===== src/rtl/gray_pkg.sv =====
// Shared definitions for gray-coded pointer handling: receiver FSM states and
// width-independent gray decode / single-bit-change helpers.
package gray_pkg;

    // Helpers work on a fixed wide vector; zero-extending a narrower gray word
    // leaves its decode unchanged, so any pointer up to this width can use them.
    localparam int GRAY_MAX_W = 32;

    typedef enum logic [1:0] {
        ST_IDLE  = 2'd0,
        ST_TRACK = 2'd1,
        ST_ERR   = 2'd2
    } state_t;

    function automatic logic [GRAY_MAX_W-1:0] gray2bin(input logic [GRAY_MAX_W-1:0] gray);
        logic [GRAY_MAX_W-1:0] bin;
        bin = '0;
        for (int i = 0; i < GRAY_MAX_W; i++) begin
            bin[i] = ^(gray >> i);
        end
        return bin;
    endfunction

    function automatic logic is_one_hot(input logic [GRAY_MAX_W-1:0] vec);
        return (vec != '0) && ((vec & (vec - GRAY_MAX_W'(1))) == '0);
    endfunction

endpackage


===== src/rtl/gray_sync.sv =====
// Multi-flop synchroniser for a gray-coded word; reusable on any pointer path
// crossing into this clock. Depth is never allowed below two flops.
module gray_sync #(
    parameter int W      = 8,
    parameter int STAGES = 2
) (
    input  logic         clk,
    input  logic         rst_n,
    input  logic [W-1:0] d,
    output logic [W-1:0] q
);

    localparam int DEPTH = (STAGES < 2) ? 2 : STAGES;

    logic [DEPTH-1:0][W-1:0] chain;

    always_ff @(posedge clk or negedge rst_n) begin
        if (!rst_n) begin
            chain <= '0;
        end else begin
            chain <= {chain[DEPTH-2:0], d};
        end
    end

    assign q = chain[DEPTH-1];

endmodule


===== src/rtl/gray_to_bin.sv =====
// Combinational gray-to-binary decoder: each binary bit is the parity of the
// gray bits at and above it.
module gray_to_bin #(
    parameter int W = 8
) (
    input  logic [W-1:0] gray,
    output logic [W-1:0] bin
);

    for (genvar i = 0; i < W; i++) begin : g_bit
        assign bin[i] = ^(gray >> i);
    end

endmodule


===== src/rtl/gray_ptr_receiver.sv =====
// Receive-side tracker for a gray-coded pointer: synchronises and decodes it,
// checks every change is a single +1 step, and hands accumulated advances downstream.
module gray_ptr_receiver
    import gray_pkg::*;
#(
    parameter int BW_DATA     = 8,
    parameter int SYNC_STAGES = 2
) (
    input  logic               i_clk,
    input  logic               i_rstn,
    input  logic [BW_DATA-1:0] i_gray,
    input  logic               i_en,
    input  logic               i_ready,
    output logic [BW_DATA-1:0] o_bin,
    output logic [BW_DATA-1:0] o_delta,
    output logic               o_valid,
    output logic               o_err
);

    logic [BW_DATA-1:0] g_cur;
    logic [BW_DATA-1:0] g_prev;
    logic [BW_DATA-1:0] bin_cur;
    logic [BW_DATA-1:0] bin_prev;
    logic [BW_DATA-1:0] bin_prev_inc;
    logic [BW_DATA-1:0] acc;
    logic [BW_DATA-1:0] acc_nx;
    state_t             state;
    state_t             state_nx;
    logic               step;
    logic               legal;
    logic               legal_step;
    logic               valid;
    logic               transfer;

    gray_sync #(
        .W      (BW_DATA),
        .STAGES (SYNC_STAGES)
    ) u_sync (
        .clk   (i_clk),
        .rst_n (i_rstn),
        .d     (i_gray),
        .q     (g_cur)
    );

    gray_to_bin #(
        .W (BW_DATA)
    ) u_decode (
        .gray (g_cur),
        .bin  (bin_cur)
    );

    assign bin_prev     = BW_DATA'(gray2bin(GRAY_MAX_W'(g_prev)));
    assign bin_prev_inc = bin_prev + BW_DATA'(1);

    // A legal change flips exactly one gray bit and advances the decode by one,
    // which naturally accepts the all-ones to zero wrap.
    assign step       = (g_cur != g_prev);
    assign legal      = is_one_hot(GRAY_MAX_W'(g_cur ^ g_prev)) && (bin_cur == bin_prev_inc);
    assign legal_step = step && legal;

    assign valid    = (state == ST_TRACK) && (acc != '0);
    assign transfer = valid && i_ready;

    always_ff @(posedge i_clk or negedge i_rstn) begin
        if (!i_rstn) begin
            g_prev <= '0;
            o_bin  <= '0;
            acc    <= '0;
            state  <= ST_IDLE;
        end else begin
            g_prev <= g_cur;
            o_bin  <= bin_cur;
            acc    <= acc_nx;
            state  <= state_nx;
        end
    end

    always_comb begin
        state_nx = state;
        acc_nx   = acc;
        case (state)
            ST_IDLE: begin
                acc_nx = '0;
                if (i_en) begin
                    state_nx = ST_TRACK;
                end
            end
            ST_TRACK: begin
                if (!i_en) begin
                    state_nx = ST_IDLE;
                    acc_nx   = '0;
                end else if (step && !legal) begin
                    state_nx = ST_ERR;
                    acc_nx   = '0;
                end else if (transfer) begin
                    // The step landing on a transfer cycle starts the next count.
                    acc_nx = legal_step ? BW_DATA'(1) : '0;
                end else if (legal_step) begin
                    if (acc == '1) begin
                        state_nx = ST_ERR;
                        acc_nx   = '0;
                    end else begin
                        acc_nx = acc + BW_DATA'(1);
                    end
                end
            end
            ST_ERR: begin
                acc_nx = '0;
                if (!i_en) begin
                    state_nx = ST_IDLE;
                end
            end
            default: begin
                state_nx = ST_IDLE;
                acc_nx   = '0;
            end
        endcase
    end

    assign o_delta = acc;
    assign o_valid = valid;
    assign o_err   = (state == ST_ERR);

endmodule


===== config.mk =====
export PLATFORM = sky130hd
export DESIGN_NAME = gray_ptr_receiver
export DESIGN_NICKNAME = d
export VERILOG_FILES = /design/src/rtl/gray_pkg.sv /design/src/rtl/gray_sync.sv /design/src/rtl/gray_to_bin.sv /design/src/rtl/gray_ptr_receiver.sv
export SDC_FILE = /design/constraint.sdc
export NUM_CORES = 1
export LEC_CHECK = 0
export BUFFER_PORTS_ARGS = -buffer_cell sky130_fd_sc_hd__buf_2
export CORE_ASPECT_RATIO = 0.75
export CORE_MARGIN = 3
export CORE_UTILIZATION = 40
export CTS_BUF_LIST = sky130_fd_sc_hd__clkbuf_8
export CTS_CLUSTER_DIAMETER = 50
export DETAILED_ROUTE_END_ITERATION = 6
export SKIP_CTS_REPAIR_TIMING = 1
export SLEW_MARGIN = 20
export SYNTH_ARGS = -nofsm -noshare
export SYNTH_HDL_FRONTEND = slang
export SYNTH_HIERARCHICAL = 1
export SYNTH_SLANG_ARGS = --single-unit

===== constraint.sdc =====
create_clock -name i_clk -period 4.38 [get_ports i_clk]
set_input_delay 0 -clock i_clk [delete_from_list [all_inputs] [get_ports i_clk]]
set_output_delay 0 -clock i_clk [all_outputs]
set_load 0.005 [all_outputs]

==> impl_metrics.toml, run 1 <==
[status]
outcome = "completed"

[sta]
rsz0062_at_grt = "no"
finalSetupTns_ns = 0
fin_crit_sh_pct = 91.12
finalSetupViolations = 0
final_max_slew_viol_count = 0
min_period_ns = 3.991
hold_violations = 0
clock.fmax_ghz = 0.2505
slew_headroom_pct = 37.96
fin_skew_ns = 0.01127
tightest_slew_ns = 0.9306

[global_routing]
grt_pass1_wl_um = 7362
grt_max_degree = 43
antenna_found_initial = 0
grt_pass1_vias = 1451
grt_overflow_total = 0
grtUsageTotal_pct = 13.80

[place]
dpl.cell_count = 300
dp.final_hpwl_um = 3151
place.gp.congestion = 0.8283
port_buffers = 29

[setup_path]
path_class = "flop to flop"
r2r_end = "o_delta[7]"
reg2reg_depth = 12
start_kind = "flop"
rrSetupSlack_ns = 0.39
crit_fanout = 10
worstPathRequired_ns = 4.59
setup.worst_path.end_class = "flop"
cp.arrival_ns = 4.21
r2r_start = "g_prev[5]"

[final_layout]
final_core_utilization_pct = 48.57
nets = 257
area_delta_synth_final_pct = 12.75
antenna_cells = 0
layout-drive-gt1-share_pct = 23.46
instances_no_fill = 318

[power]
p_leak_nw = 1.169
powerDensity_nw_per_um2 = 384.7
peakVddDrop_uv = 233.5

[floorplanning]
coreArea_um2 = 5583
initial_core_util_pct = 43.07
dieWidth_um = 95.53
dieHeight_um = 73.15
ios = 30
fp-row-count = 23
dieArea_um2 = 6988

[yosys]
synth.area.top_cells = "dfrtp_1 44%, xnor2_1 6.2%, xor2_1 4.7%"
ys_seq_elements = 42
ys_seq_area_share_pct = 43.70
synth_top_area_cell = "dfrtp_1"
synth_cells = 212
synth_area_per_cell_um2 = 11.34
synth_cell_type_count = 56
synth_edf_count = 0
syn_nets = 227
synth_top_area_share_pct = 43.70
ys.warnings.count = 6
netlist_area_um2 = 2405
ys_async_sr_fraction_pct = 100.0
ys.flop_type = "dfrtp_1"

[worst_hold_path]
min_path_cells = 4
hold_class = "primary input to flop"
whs_endpoint = "o_delta[0]"
hp-start = "i_ready"

[clock_tree]
cts_sinks = 42
htreeDepth = 2
clockBufferDepth = 2
clk_pin_slew_ns = 0.09
cts_tree = "built"
cts-root-buf = "clkbuf_8"
clk_latency_ns = 0.31
cts_buffers = 5

[routing]
routed_wirelength_um = 4278
drtIter0Drc = 66
avgViaCountPerCell = 4.871
antenna_left = 0
remaining_drc_errors = 0
num_vias = 1549
first_pass_iters = 4
wl_per_cell_um = 13.45

[job]
maxCapViolCount = 0
-- kinds of logic after synthesis --
kind of cell,synth area share [%]
compound gates,9.573
xor+xnor,19.15
fa+ha+maj,1.561
buf+inv,6.191
flops,43.70
mux,2.549
simple gates,17.27
-- flip-flops by register name (all words and copies together), names as in the netlist --
name          cells
u_sync/chain      8
state             2
g_prev            8
o_bin             8
u_sync/q          8
o_delta           8
-- worst max-delay path, cell delays in order (launching register included) --
cell and delay [ns]:
dfrtp_1 0.49, xnor2_2 0.24, xnor3_2 0.42, xnor2_1 0.26, xor2_1 0.18, ha_1 0.24
nor4b_1 0.31, mux2i_1 0.26, xnor2_1 0.12, or4b_4 0.56, nor3_4 0.45, nand2_2 0.12
o31ai_1 0.26
-- worst max-delay path by stage --
stage,startpoint,to,slack [ns],cells past startpoint
after global placement,g_prev[5],o_delta[7],0.44,12
after CTS,g_prev[5],o_delta[7],0.38,12
after global routing,g_prev[4],o_delta[7],0.01,12
final,g_prev[5],o_delta[7],0.39,12
after detailed placement,g_prev[5],o_delta[7],0.42,12
after floorplan,g_prev[4],o_delta[0],0.74,13
-- layout by cell type (no fill, tap or decap), types with 6 or more instances in the layout --
cell type and count:
nand2_1 16, nor2_1 9, buf_2 29, xor2_1 13
dfrtp_1 42, inv_1 6, dlygate4sd3_1 10, a21oi_1 6
nand3_1 9, xnor2_1 17
-- synthesized netlist by cell type (2+ instances only) --
cell      instances
buf_6             3
and2_1            4
xor2_1           13
nand3_1           9
a32oi_1           2
a31oi_1           3
inv_1             6
nor2_1            9
and4_1            2
o31ai_1           3
ha_1              3
buf_2             2
xnor3_2           2
nor3_1            5
nor4b_1           2
buf_4            11
mux2i_1           5
o211ai_1          2
xnor2_1          17
or2_2             2
dfrtp_1          42
xnor2_2           5
o21bai_1          2
nor2b_1           3
a21oi_1           6
nand2_1          16
nand2b_1          4
-- power by group --
| group | switching, W | leakage, nW | total (W) | internal [W] |
|---|---|---|---|---|
| combinational | 0.000163 | 0.614 | 0.000326 | 0.000162 |
| clock | 0.000152 | 0.0447 | 0.000267 | 0.000115 |
| sequential | 0.0000281 | 0.510 | 0.000450 | 0.000422 |
| total | 0.000343 | 1.17 | 0.00104 | 0.000700 |
-- layer usage --
| metal | GRT usage [%] | part of all wire, % |
|---|---|---|
| met5 | 0 | 0 |
| met1 | 20.33 | 54 |
| met3 | 4.845 | 4.6 |
| met4 | 3.785 | 1.0 |
| met2 | 19.11 | 41 |
-- cell type report --
type	instances	area [µm²]
Multi-Input combinational cell	148	1205
Fill cell	525	2872
Tap cell	75	93.84
Clock buffer	5	68.82
Sequential cell	42	1051
Clock inverter	3	25.02
Inverter	6	22.52
Timing Repair Buffer	39	245.2
-- stage by stage --
stage | hold WS [ns] | cell area [µm²] | power, W | setup slack [ns]
finish | 0.2060 | 2711 | 0.001043 | 0.3888
detailed placement | 0.1093 | 2517 | 0.0007825 | 0.4222
floorplan | -0.2956 | 2405 | 0.0007159 | 0.7392
global placement | 0.1081 | 2517 | 0.0007823 | 0.4442
global route | 0.2246 | 2711 | 0.001115 | 0.01322
CTS | -0.2217 | 2611 | 0.001055 | 0.3822
Power figures use the tool's default switching activity.
==> run 2, diff against run 1 <==
==> constraint.sdc (replaced) <==
create_clock -name i_clk -period 4.38 [get_ports i_clk]
set_input_delay 0.657 -clock i_clk [delete_from_list [all_inputs] [get_ports i_clk]]
set_output_delay 0.657 -clock i_clk [all_outputs]
set_load 0.005 [all_outputs]
==> run 2 against run 1 <==
Against the previous run: global-route usage stayed put; non-clock buffer count down 10; critical path depth did not move; highest routed layer unchanged; largest cell class unchanged; core utilization decreased by 1.8 points.
==> impl_metrics.toml, run 2 (synthesized netlist as in run 1, its figures left out) <==
[setup_path]
path_class = "flop to flop"
worstPathRequired_ns = 4.59
setup.worst_path.end_class = "flop"
crit_fanout = 10
start_kind = "flop"
cp.arrival_ns = 4.21

[routing]
avgViaCountPerCell = 4.925
routed_wirelength_um = 4217
wl_per_cell_um = 13.69
drtIter0Drc = 75
first_pass_iters = 4
num_vias = 1517
antenna_left = 0
remaining_drc_errors = 0

[final_layout]
fillCellCount = 534
nets = 247
instances_no_fill = 308
area_delta_synth_final_pct = 8.585
layout_common_cells = "42 x dfrtp_1, 29 x buf_2, 17 x xnor2_1"
layout-drive-gt1-share_pct = 24.46
final_common_cell = "dfrtp_1"
antenna_cells = 0

[job]
maxCapViolCount = 0

[sta]
slew_headroom_pct = 38.29
finalSetupTns_ns = 0
hold_violations = 0
whs_ns = 0.3531
final_max_slew_viol_count = 0
fin_skew_ns = 0.01126
finalSetupViolations = 0
fin_crit_sh_pct = 91.12
rsz0062_at_grt = "no"
clock.fmax_ghz = 0.2505
min_period_ns = 3.991
tightest_slew_ns = 0.9257

[global_routing]
grt_overflow_total = 0
grt_max_degree = 43
grt_pass1_wl_um = 7362
grtUsageTotal_pct = 13.80
grt_pass1_vias = 1451
antenna_found_initial = 0

[floorplanning]
fp-row-count = 23
dieArea_um2 = 6988
initial_core_util_pct = 43.07
coreArea_um2 = 5583
dieWidth_um = 95.53
ios = 30
dieHeight_um = 73.15

[power]
powerDensity_nw_per_um2 = 396.8
p_leak_nw = 1.127
peakVddDrop_uv = 230.0

[clock_tree]
cts-root-buf = "clkbuf_8"
cts_tree = "built"
cts_sinks = 42
cts_buffers = 5
htreeDepth = 2
clk_pin_slew_ns = 0.09
clockBufferDepth = 2
clk_latency_ns = 0.31

[place]
port_buffers = 29
place.gp.congestion = 0.8283
dpl.cell_count = 300
dp.final_hpwl_um = 3151

[status]
outcome = "completed"

[worst_hold_path]
hold_class = "flop to flop"
[run 2: worst max-delay path: stages, from the launching register on]
cell and delay, ns:
dfrtp_1 0.49, xnor2_2 0.24, xnor3_2 0.42, xnor2_1 0.26, xor2_1 0.18, ha_1 0.24
nor4b_1 0.31, mux2i_1 0.26, xnor2_1 0.12, or4b_4 0.56, nor3_4 0.45, nand2_2 0.12
o31ai_1 0.26
[run 2: layout make-up]
cell class	instances	area, µm²	share of cell area (%)
tap	75	93.84	3.594
sequential	42	1051	40.25
clock buffer	5	68.82	2.635
clock inverter	3	25.02	0.9583
multi-input combinational	148	1205	46.14
timing repair buffer	29	145.1	5.558
inverter	6	22.52	0.8625
[run 2: final timing paths]
check / slack (ns) / endpoint / cells past startpoint / from
max in group asynchronous: 3.32 / u_sync/q[6] / 1 / i_rstn
setup / recovery: 0.39 / o_delta[7] / 12 / g_prev[5]
setup reg to reg: 0.39 / o_delta[7] / 12 / g_prev[5]
hold / removal: 0.35 / u_sync/q[1] / 0 / u_sync/chain[1]
hold reg to reg: 0.35 / u_sync/q[1] / 0 / u_sync/chain[1]
min in group asynchronous: 0.48 / o_bin[0] / 1 / i_rstn
[run 2: metrics by stage]
step / total power (W) / setup WS [ns] / util, % / cell area (µm²)
after floorplan: 0.0007159 / 0.7392 / - / 2405
after global placement: 0.0007823 / 0.4442 / 45.09 / 2517
after detailed placement: 0.0007825 / 0.4222 / 45.09 / 2517
after CTS: 0.001055 / 0.3822 / 46.77 / 2611
after global routing: 0.001108 / 0.01322 / 46.77 / 2611
final: 0.001036 / 0.3888 / 46.77 / 2611
[run 2: layer usage]
metal / track usage (%) / wire length (µm) / vias to the layer above
met3: 4.845 / 211 / 4
li1: - / - / 768
met4: 3.785 / 44 / 0
met2: 19.11 / 1709 / 26
met5: 0 / 0 / -
met1: 20.33 / 2251 / 719
[run 2: power by group]
part	internal [W]	total [W]	leakage (nW)	switching, W
logic	0.000157	0.000319	0.572	0.000162
registers	0.000422	0.000450	0.510	0.0000281
clock network	0.000115	0.000267	0.0447	0.000152
